===== src/rtl/execute_mc.sv =====
// Execute stage: ALU plus optional iterative shift-add multiplier, registered into EX/MEM.
// Latency: ALU ops 1 cycle back-to-back; multiply N+2 cycles from first presentation.
// Backpressure: stall_E holds upstream while a multiply runs; flush_E aborts, reset dominates.
module execute_mc #(
  parameter int N      = 64,
  parameter int MUL_EN = 1
) (
  input  logic         clk,
  input  logic         reset,
  input  logic         valid_E,
  input  logic         flush_E,
  input  logic         AluSrc,
  input  logic [3:0]   AluControl,
  input  logic         MulOp,
  input  logic [N-1:0] PC_E,
  input  logic [N-1:0] signImm_E,
  input  logic [N-1:0] readData1_E,
  input  logic [N-1:0] readData2_E,
  output logic         stall_E,
  output logic [N-1:0] PCBranch_M,
  output logic [N-1:0] aluResult_M,
  output logic [N-1:0] writeData_M,
  output logic         zero_M,
  output logic         valid_M
);

  localparam int CW = $clog2(N);
  localparam logic [CW-1:0] LAST_BIT = CW'(N - 1);

  typedef enum logic [1:0] {IDLE, BUSY, DONE} state_t;

  state_t        state_q, state_d;
  logic [CW-1:0] count_q, count_d;
  logic [N-1:0]  a_q, a_d;
  logic [N-1:0]  b_q, b_d;
  logic [N-1:0]  prod_q, prod_d;

  logic          mul_on;
  logic          mul_req;
  logic          accept;
  logic [N-1:0]  alu_b;
  logic [N-1:0]  alu_res;
  logic [N-1:0]  result;

  assign mul_on  = (MUL_EN != 0);
  assign mul_req = mul_on & valid_E & MulOp & ~flush_E;
  assign stall_E = mul_req & (state_q != DONE);
  assign accept  = valid_E & ~stall_E & ~flush_E;

  // ALU datapath and selection of the value written to aluResult_M
  always_comb begin
    alu_b   = AluSrc ? signImm_E : readData2_E;
    alu_res = '0;
    case (AluControl)
      4'b0000: alu_res = readData1_E & alu_b;
      4'b0001: alu_res = readData1_E | alu_b;
      4'b0010: alu_res = readData1_E + alu_b;
      4'b0110: alu_res = readData1_E - alu_b;
      4'b0111: alu_res = alu_b;
      4'b1100: alu_res = ~(readData1_E | alu_b);
      default: alu_res = '0;
    endcase
    // Only reachable with the multiplier present; DONE means the product is ready
    result = (mul_on && state_q == DONE) ? prod_q : alu_res;
  end

  // Multiplier next-state: operands latched on entry so held inputs cannot disturb the product
  always_comb begin
    state_d = state_q;
    count_d = count_q;
    a_d     = a_q;
    b_d     = b_q;
    prod_d  = prod_q;
    case (state_q)
      IDLE: begin
        if (mul_req) begin
          state_d = BUSY;
          a_d     = readData1_E;
          b_d     = readData2_E;
          prod_d  = '0;
          count_d = '0;
        end
      end
      BUSY: begin
        if (b_q[count_q]) begin
          prod_d = prod_q + (a_q << count_q);
        end
        count_d = count_q + 1'b1;
        if (count_q == LAST_BIT) begin
          state_d = DONE;
        end
      end
      DONE: state_d = IDLE;
      default: state_d = IDLE;
    endcase
    if (flush_E) begin
      state_d = IDLE;
    end
  end

  // Multiplier state registers
  always_ff @(posedge clk) begin
    if (reset) begin
      state_q <= IDLE;
      count_q <= '0;
      a_q     <= '0;
      b_q     <= '0;
      prod_q  <= '0;
    end else begin
      state_q <= state_d;
      count_q <= count_d;
      a_q     <= a_d;
      b_q     <= b_d;
      prod_q  <= prod_d;
    end
  end

  // EX/MEM pipeline register: data loads only on accept, valid pulses per accept
  always_ff @(posedge clk) begin
    if (reset) begin
      aluResult_M <= '0;
      zero_M      <= 1'b0;
      PCBranch_M  <= '0;
      writeData_M <= '0;
      valid_M     <= 1'b0;
    end else begin
      valid_M <= accept;
      if (accept) begin
        aluResult_M <= result;
        zero_M      <= (result == '0);
        PCBranch_M  <= PC_E + (signImm_E << 2);
        writeData_M <= readData2_E;
      end
    end
  end

endmodule


===== config.mk =====
export PLATFORM = sky130hd
export DESIGN_NAME = execute_mc
export DESIGN_NICKNAME = d
export VERILOG_FILES = /design/src/rtl/execute_mc.sv
export SDC_FILE = /design/constraint.sdc
export NUM_CORES = 2
export LEC_CHECK = 0
export CAP_MARGIN = 30
export CORE_ASPECT_RATIO = 1.25
export CORE_UTILIZATION = 45
export DETAILED_ROUTE_END_ITERATION = 6
export PLACE_DENSITY = 0.7
export REMOVE_ABC_BUFFERS = 1
export SYNTH_ARGS = -nofsm -noshare
export SYNTH_HDL_FRONTEND = slang
export SYNTH_SLANG_ARGS = --single-unit

===== constraint.sdc =====
create_clock -name clk -period 8.8 [get_ports clk]
set_clock_uncertainty 0.2 [all_clocks]
set_input_delay 1.76 -clock clk [delete_from_list [all_inputs] [get_ports clk]]
set_output_delay 1.76 -clock clk [all_outputs]
set_load 0.01 [all_outputs]

==> load_flow_metrics.sql <==
INSERT INTO impl_metrics (metric_group, metric, value, unit) VALUES
('run_status', 'run_status', 'completed', ''),
('cts', 'post_cts_resize_count', '0', ''),
('logic_synthesis', 'synth.mux.area_fraction', '8.68', '%'),
('power_and_ir_drop', 'p_leak', '15.8', 'nW'),
('placement', 'place.detailed.hpwl', '133', 'mm'),
('floorplanning', 'dieHeight', '311', 'um'),
('power_and_ir_drop', 'seqPwrFrac', '32.6', '%'),
('route', 'drt_first_iter_violations', '4229', ''),
('run', 'maxCapViolations', '0', ''),
('floorplanning', 'start_util', '45.7', '%'),
('power_and_ir_drop', 'switching_power', '2.02', 'mW'),
('timing', 'final.setup.tns', '0', 'ns'),
('route', 'drc', '0', ''),
('power_and_ir_drop', 'vdd_ir_drop_max', '0.160', 'mV'),
('placement', 'dp_worst_setup_slack', '0.0568', 'ns'),
('route', 'avgRoutedWirePerCell', '27.7', 'um'),
('final_layout', 'fraction_of_layout_cells_with_a_size_suffix_above_1', '7.44', '%'),
('route', 'drt_first_pass_iters', '6', ''),
('logic_synthesis', 'netlist.top_cell.by_area', 'sky130_fd_sc_hd__dfxtp_1', ''),
('global_route', 'grt_overflow', '0', ''),
('placement', 'gpl.final_weighted_congestion', '1.07', ''),
('power_and_ir_drop', 'cellPowerDensity', '140', 'nW/um2'),
('logic_synthesis', 'synth_cells', '4742', ''),
('placement', 'dpl-instance-area', '39600', 'um2'),
('logic_synthesis', 'ys_types', '101', ''),
('power_and_ir_drop', 'netSwitchingFraction', '35.0', '%'),
('route', 'avgViaCountPerCell', '6.40', ''),
('floorplanning', 'placeableCoreArea', '75100', 'um2'),
('global_route', 'initial_antenna_violation_count', '9', ''),
('timing', 'final_count_of_negative_setup_slack_endpoints', '0', ''),
('final_layout', 'layout.cell_area.non_filler', '41300', 'um2'),
('timing', 'slew_headroom', '20.5', '%'),
('cts', 'register_clock_pin_slew_on_the_reported_worst_setup_and_hold_paths', '0.06', 'ns'),
('final_layout', 'finalNonFillerCells', '6033', ''),
('floorplanning', 'die_x', '249', 'um'),
('logic_synthesis', 'synth_top_family_by_area', 'compound AO/OA/AOI/OAI gates', ''),
('floorplanning', 'rows', '112', ''),
('final_layout', 'final.fill_count', '7411', ''),
('power_and_ir_drop', 'share_comb_of_total_power', '30.1', '%'),
('logic_synthesis', 'synth_fa_ha_area_share', '8.33', '%'),
('final_layout', 'area_delta_synth_final', '20.4', '%'),
('timing', 'max_freq', '123', 'MHz'),
('cts', 'cts_htree_levels', '2', ''),
('floorplanning', 'die_area', '77300', 'um2'),
('floorplanning', 'design.portCount', '461', ''),
('setup_path', 'path_max_fanout', '5', ''),
('setup_path', 'startpoint_type', 'primary input', ''),
('final_layout', 'area.sequential', '7900', 'um2'),
('route', 'postRouteAntennaNets', '0', ''),
('placement', 'dpl.cell_count', '5938', ''),
('logic_synthesis', 'yosys-top-cells-area', 'sky130_fd_sc_hd__dfxtp_1, sky130_fd_sc_hd__nand2_1, sky130_fd_sc_hd__a21oi_1, sky130_fd_sc_hd__ha_1, sky130_fd_sc_hd__nor2_1', ''),
('power_and_ir_drop', 'power_report.internal_total', '3.75', 'mW'),
('setup_path', 'timing.critical_path.required', '9.14', 'ns'),
('cts', 'tritoncts_clock_tree', 'built', ''),
('placement', 'buffer_ports.inserted', '460', ''),
('final_layout', 'number_of_nets_in_the_layout', '5479', ''),
('logic_synthesis', 'xor_xnor_fraction_of_synth_area', '4.98', '%'),
('logic_synthesis', 'async_reset_ff_share', '0', '%'),
('cts', 'clock_insertion_delay_worst_skew', '0.64', 'ns'),
('cts', 'cts_hold_buf', '0', ''),
('logic_synthesis', 'syn_area_per_cell', '7.23', 'um2'),
('timing', 'final-hold-violation-count', '0', ''),
('global_route', 'first_global_vias', '36300', ''),
('timing', 'drv_slew', '0', ''),
('final_layout', 'area_of_combinational_cells_with_multiple_inputs', '24800', 'um2'),
('route', 'vias', '38600', ''),
('logic_synthesis', 'synth.yosys.warnings', '0', ''),
('logic_synthesis', 'number_of_synthesized_register_bits', '394', ''),
('route', 'routed_wirelength', '167', 'mm'),
('power_and_ir_drop', 'clkPwrFrac', '37.2', '%'),
('timing', 'fin_crit_sh', '92.3', '%');
==> cell families after synthesis <==
| logic type | after synthesis |
|---|---|
| simple gates | 1824 |
| compound gates | 1476 |
| buf+inv | 419 |
| flops | 394 |
| fa+ha+maj | 234 |
| mux | 200 |
| xor+xnor | 195 |
==> layout make-up <==
class | count | share of cell area [%]
multi-input combinational | 3929 | 60.0
sequential | 394 | 19.1
timing repair buffer | 560 | 13.0
clock buffer | 62 | 3.18
tap | 969 | 2.94
clock inverter | 24 | 0.879
inverter | 87 | 0.791
antenna | 8 | 0.0485
==> stage by stage <==
step | util (%) | power [mW] | hold slack (ns)
6_report | 55.0 | 5.78 | 0.252
5_1_grt | 55.0 | 5.97 | 0.269
3_5_place_dp | 52.7 | 3.61 | 0.242
4_1_cts | 55.0 | 5.74 | 0.252
2_1_floorplan | - | 2.88 | 0.227
3_3_place_gp | 52.7 | 3.62 | 0.236
==> cells in the mapped netlist (10+ instances only) <==
cell type and n:
sky130_fd_sc_hd__o211ai_1 21, sky130_fd_sc_hd__mux2i_1 78, sky130_fd_sc_hd__o22ai_1 43, sky130_fd_sc_hd__xnor2_1 128, sky130_fd_sc_hd__nand2b_1 29, sky130_fd_sc_hd__dfxtp_1 394, sky130_fd_sc_hd__mux4_2 71, sky130_fd_sc_hd__a22o_1 26
sky130_fd_sc_hd__o21ai_0 249, sky130_fd_sc_hd__buf_2 29, sky130_fd_sc_hd__a221o_1 13, sky130_fd_sc_hd__nor3b_1 14, sky130_fd_sc_hd__buf_1 40, sky130_fd_sc_hd__nor3_1 137, sky130_fd_sc_hd__o21a_1 35, sky130_fd_sc_hd__xor2_1 67
sky130_fd_sc_hd__o21ai_1 10, sky130_fd_sc_hd__or2_2 18, sky130_fd_sc_hd__nor2_1 452, sky130_fd_sc_hd__a22oi_1 33, sky130_fd_sc_hd__nand3_1 90, sky130_fd_sc_hd__a21boi_0 11, sky130_fd_sc_hd__a221oi_1 18, sky130_fd_sc_hd__o31ai_1 32
sky130_fd_sc_hd__o21bai_1 32, sky130_fd_sc_hd__o221ai_1 11, sky130_fd_sc_hd__nor4_1 22, sky130_fd_sc_hd__a311oi_1 14, sky130_fd_sc_hd__a21o_1 98, sky130_fd_sc_hd__a211oi_1 76, sky130_fd_sc_hd__nand4_1 61, sky130_fd_sc_hd__maj3_1 34
sky130_fd_sc_hd__or3_1 23, sky130_fd_sc_hd__clkbuf_1 251, sky130_fd_sc_hd__nand2_1 838, sky130_fd_sc_hd__a21oi_1 602, sky130_fd_sc_hd__ha_1 191, sky130_fd_sc_hd__and2_1 21, sky130_fd_sc_hd__and3_1 35, sky130_fd_sc_hd__mux2_2 46
sky130_fd_sc_hd__a31oi_1 43, sky130_fd_sc_hd__inv_1 83, sky130_fd_sc_hd__nor2b_1 34
==> power by group through the flow <==
| stage | Combinational, mW | Clock, mW | Sequential [mW] |
|---|---|---|---|
| 2_1_floorplan | 0.948 | 0 | 1.93 |
| 3_3_place_gp | 1.70 | 0 | 1.92 |
| 3_5_place_dp | 1.69 | 0 | 1.92 |
| 4_1_cts | 1.70 | 2.16 | 1.88 |
| 5_1_grt | 1.85 | 2.23 | 1.89 |
| 6_report | 1.74 | 2.15 | 1.89 |
==> cell usage in the layout, fill, tap and decap left out, types with 26 or more instances in the layout <==
master and n:
sky130_fd_sc_hd__a21o_1 98, sky130_fd_sc_hd__maj3_1 34, sky130_fd_sc_hd__buf_4 97, sky130_fd_sc_hd__xor2_1 67, sky130_fd_sc_hd__nor2_1 449, sky130_fd_sc_hd__a21oi_1 601, sky130_fd_sc_hd__a22o_1 26, sky130_fd_sc_hd__nor2b_1 33
sky130_fd_sc_hd__dfxtp_1 389, sky130_fd_sc_hd__nand2b_1 29, sky130_fd_sc_hd__a31oi_1 43, sky130_fd_sc_hd__nor3_1 136, sky130_fd_sc_hd__mux2i_1 78, sky130_fd_sc_hd__mux2_2 46, sky130_fd_sc_hd__nand2_1 837, sky130_fd_sc_hd__o21ai_0 249
sky130_fd_sc_hd__nand3_1 90, sky130_fd_sc_hd__a211oi_1 76, sky130_fd_sc_hd__o31ai_1 31, sky130_fd_sc_hd__ha_1 191, sky130_fd_sc_hd__o21a_1 35, sky130_fd_sc_hd__clkdlybuf4s50_1 457, sky130_fd_sc_hd__and3_1 35, sky130_fd_sc_hd__a22oi_1 33
sky130_fd_sc_hd__xnor2_1 128, sky130_fd_sc_hd__nand4_1 61, sky130_fd_sc_hd__inv_1 83, sky130_fd_sc_hd__o22ai_1 43, sky130_fd_sc_hd__mux4_2 71, sky130_fd_sc_hd__o21bai_1 32, sky130_fd_sc_hd__clkbuf_16 47
==> critical path, stage by stage <==
cell and delay (ns):
sky130_fd_sc_hd__clkdlybuf4s50_1 0.50, sky130_fd_sc_hd__mux2_2 0.36, sky130_fd_sc_hd__inv_1 0.09, sky130_fd_sc_hd__ha_1 0.16, sky130_fd_sc_hd__o21ai_0 0.12, sky130_fd_sc_hd__or2_1 0.29, sky130_fd_sc_hd__or4_4 0.59, sky130_fd_sc_hd__nor2b_4 0.16
sky130_fd_sc_hd__and2b_2 0.20, sky130_fd_sc_hd__nand2_1 0.18, sky130_fd_sc_hd__nor4_2 0.50, sky130_fd_sc_hd__nor2_1 0.10, sky130_fd_sc_hd__xnor2_1 0.21, sky130_fd_sc_hd__ha_1 0.28, sky130_fd_sc_hd__inv_1 0.13, sky130_fd_sc_hd__o31ai_1 0.12
sky130_fd_sc_hd__buf_4 0.16, sky130_fd_sc_hd__nor2_1 0.08, sky130_fd_sc_hd__nand3_1 0.10, sky130_fd_sc_hd__nor4_1 0.63, sky130_fd_sc_hd__nor3_1 0.22, sky130_fd_sc_hd__mux2i_1 0.16, sky130_fd_sc_hd__a21oi_1 0.33, sky130_fd_sc_hd__nand4b_1 0.14
sky130_fd_sc_hd__nor4_1 0.42, sky130_fd_sc_hd__nand4_1 0.23, sky130_fd_sc_hd__o31ai_2 0.25
==> flip-flops by register name, summed over array words and instances, names as in the netlist <==
| register | flops |
|---|---|
| prod_q | 64 |
| aluResult_M | 64 |
| valid_M | 1 |
| b_q | 64 |
| count_q | 6 |
| writeData_M | 64 |
| state_q | 2 |
| zero_M | 1 |
| a_q | 64 |
| PCBranch_M | 64 |
==> routing by layer <==
layer | track usage, % | wire length [um] | share of wire, %
met1 | 48.9 | 62700 | 37
met3 | 6.99 | 13500 | 8.1
met2 | 68.1 | 76400 | 46
met5 | 0 | 39 | 0.023
met4 | 31.6 | 14700 | 8.8
==> final timing paths <==
kind | start | slack [ns] | end | depth (start not counted)
max | readData2_E[1] | 0.68 | zero_M | 27
min reg2reg | writeData_M[8] | 0.25 | writeData_M[8] | 2
max reg2reg | count_q[1] | 1.80 | prod_q[55] | 17
min | writeData_M[8] | 0.25 | writeData_M[8] | 2
No activity file was read; power rests on OpenSTA's default activity.
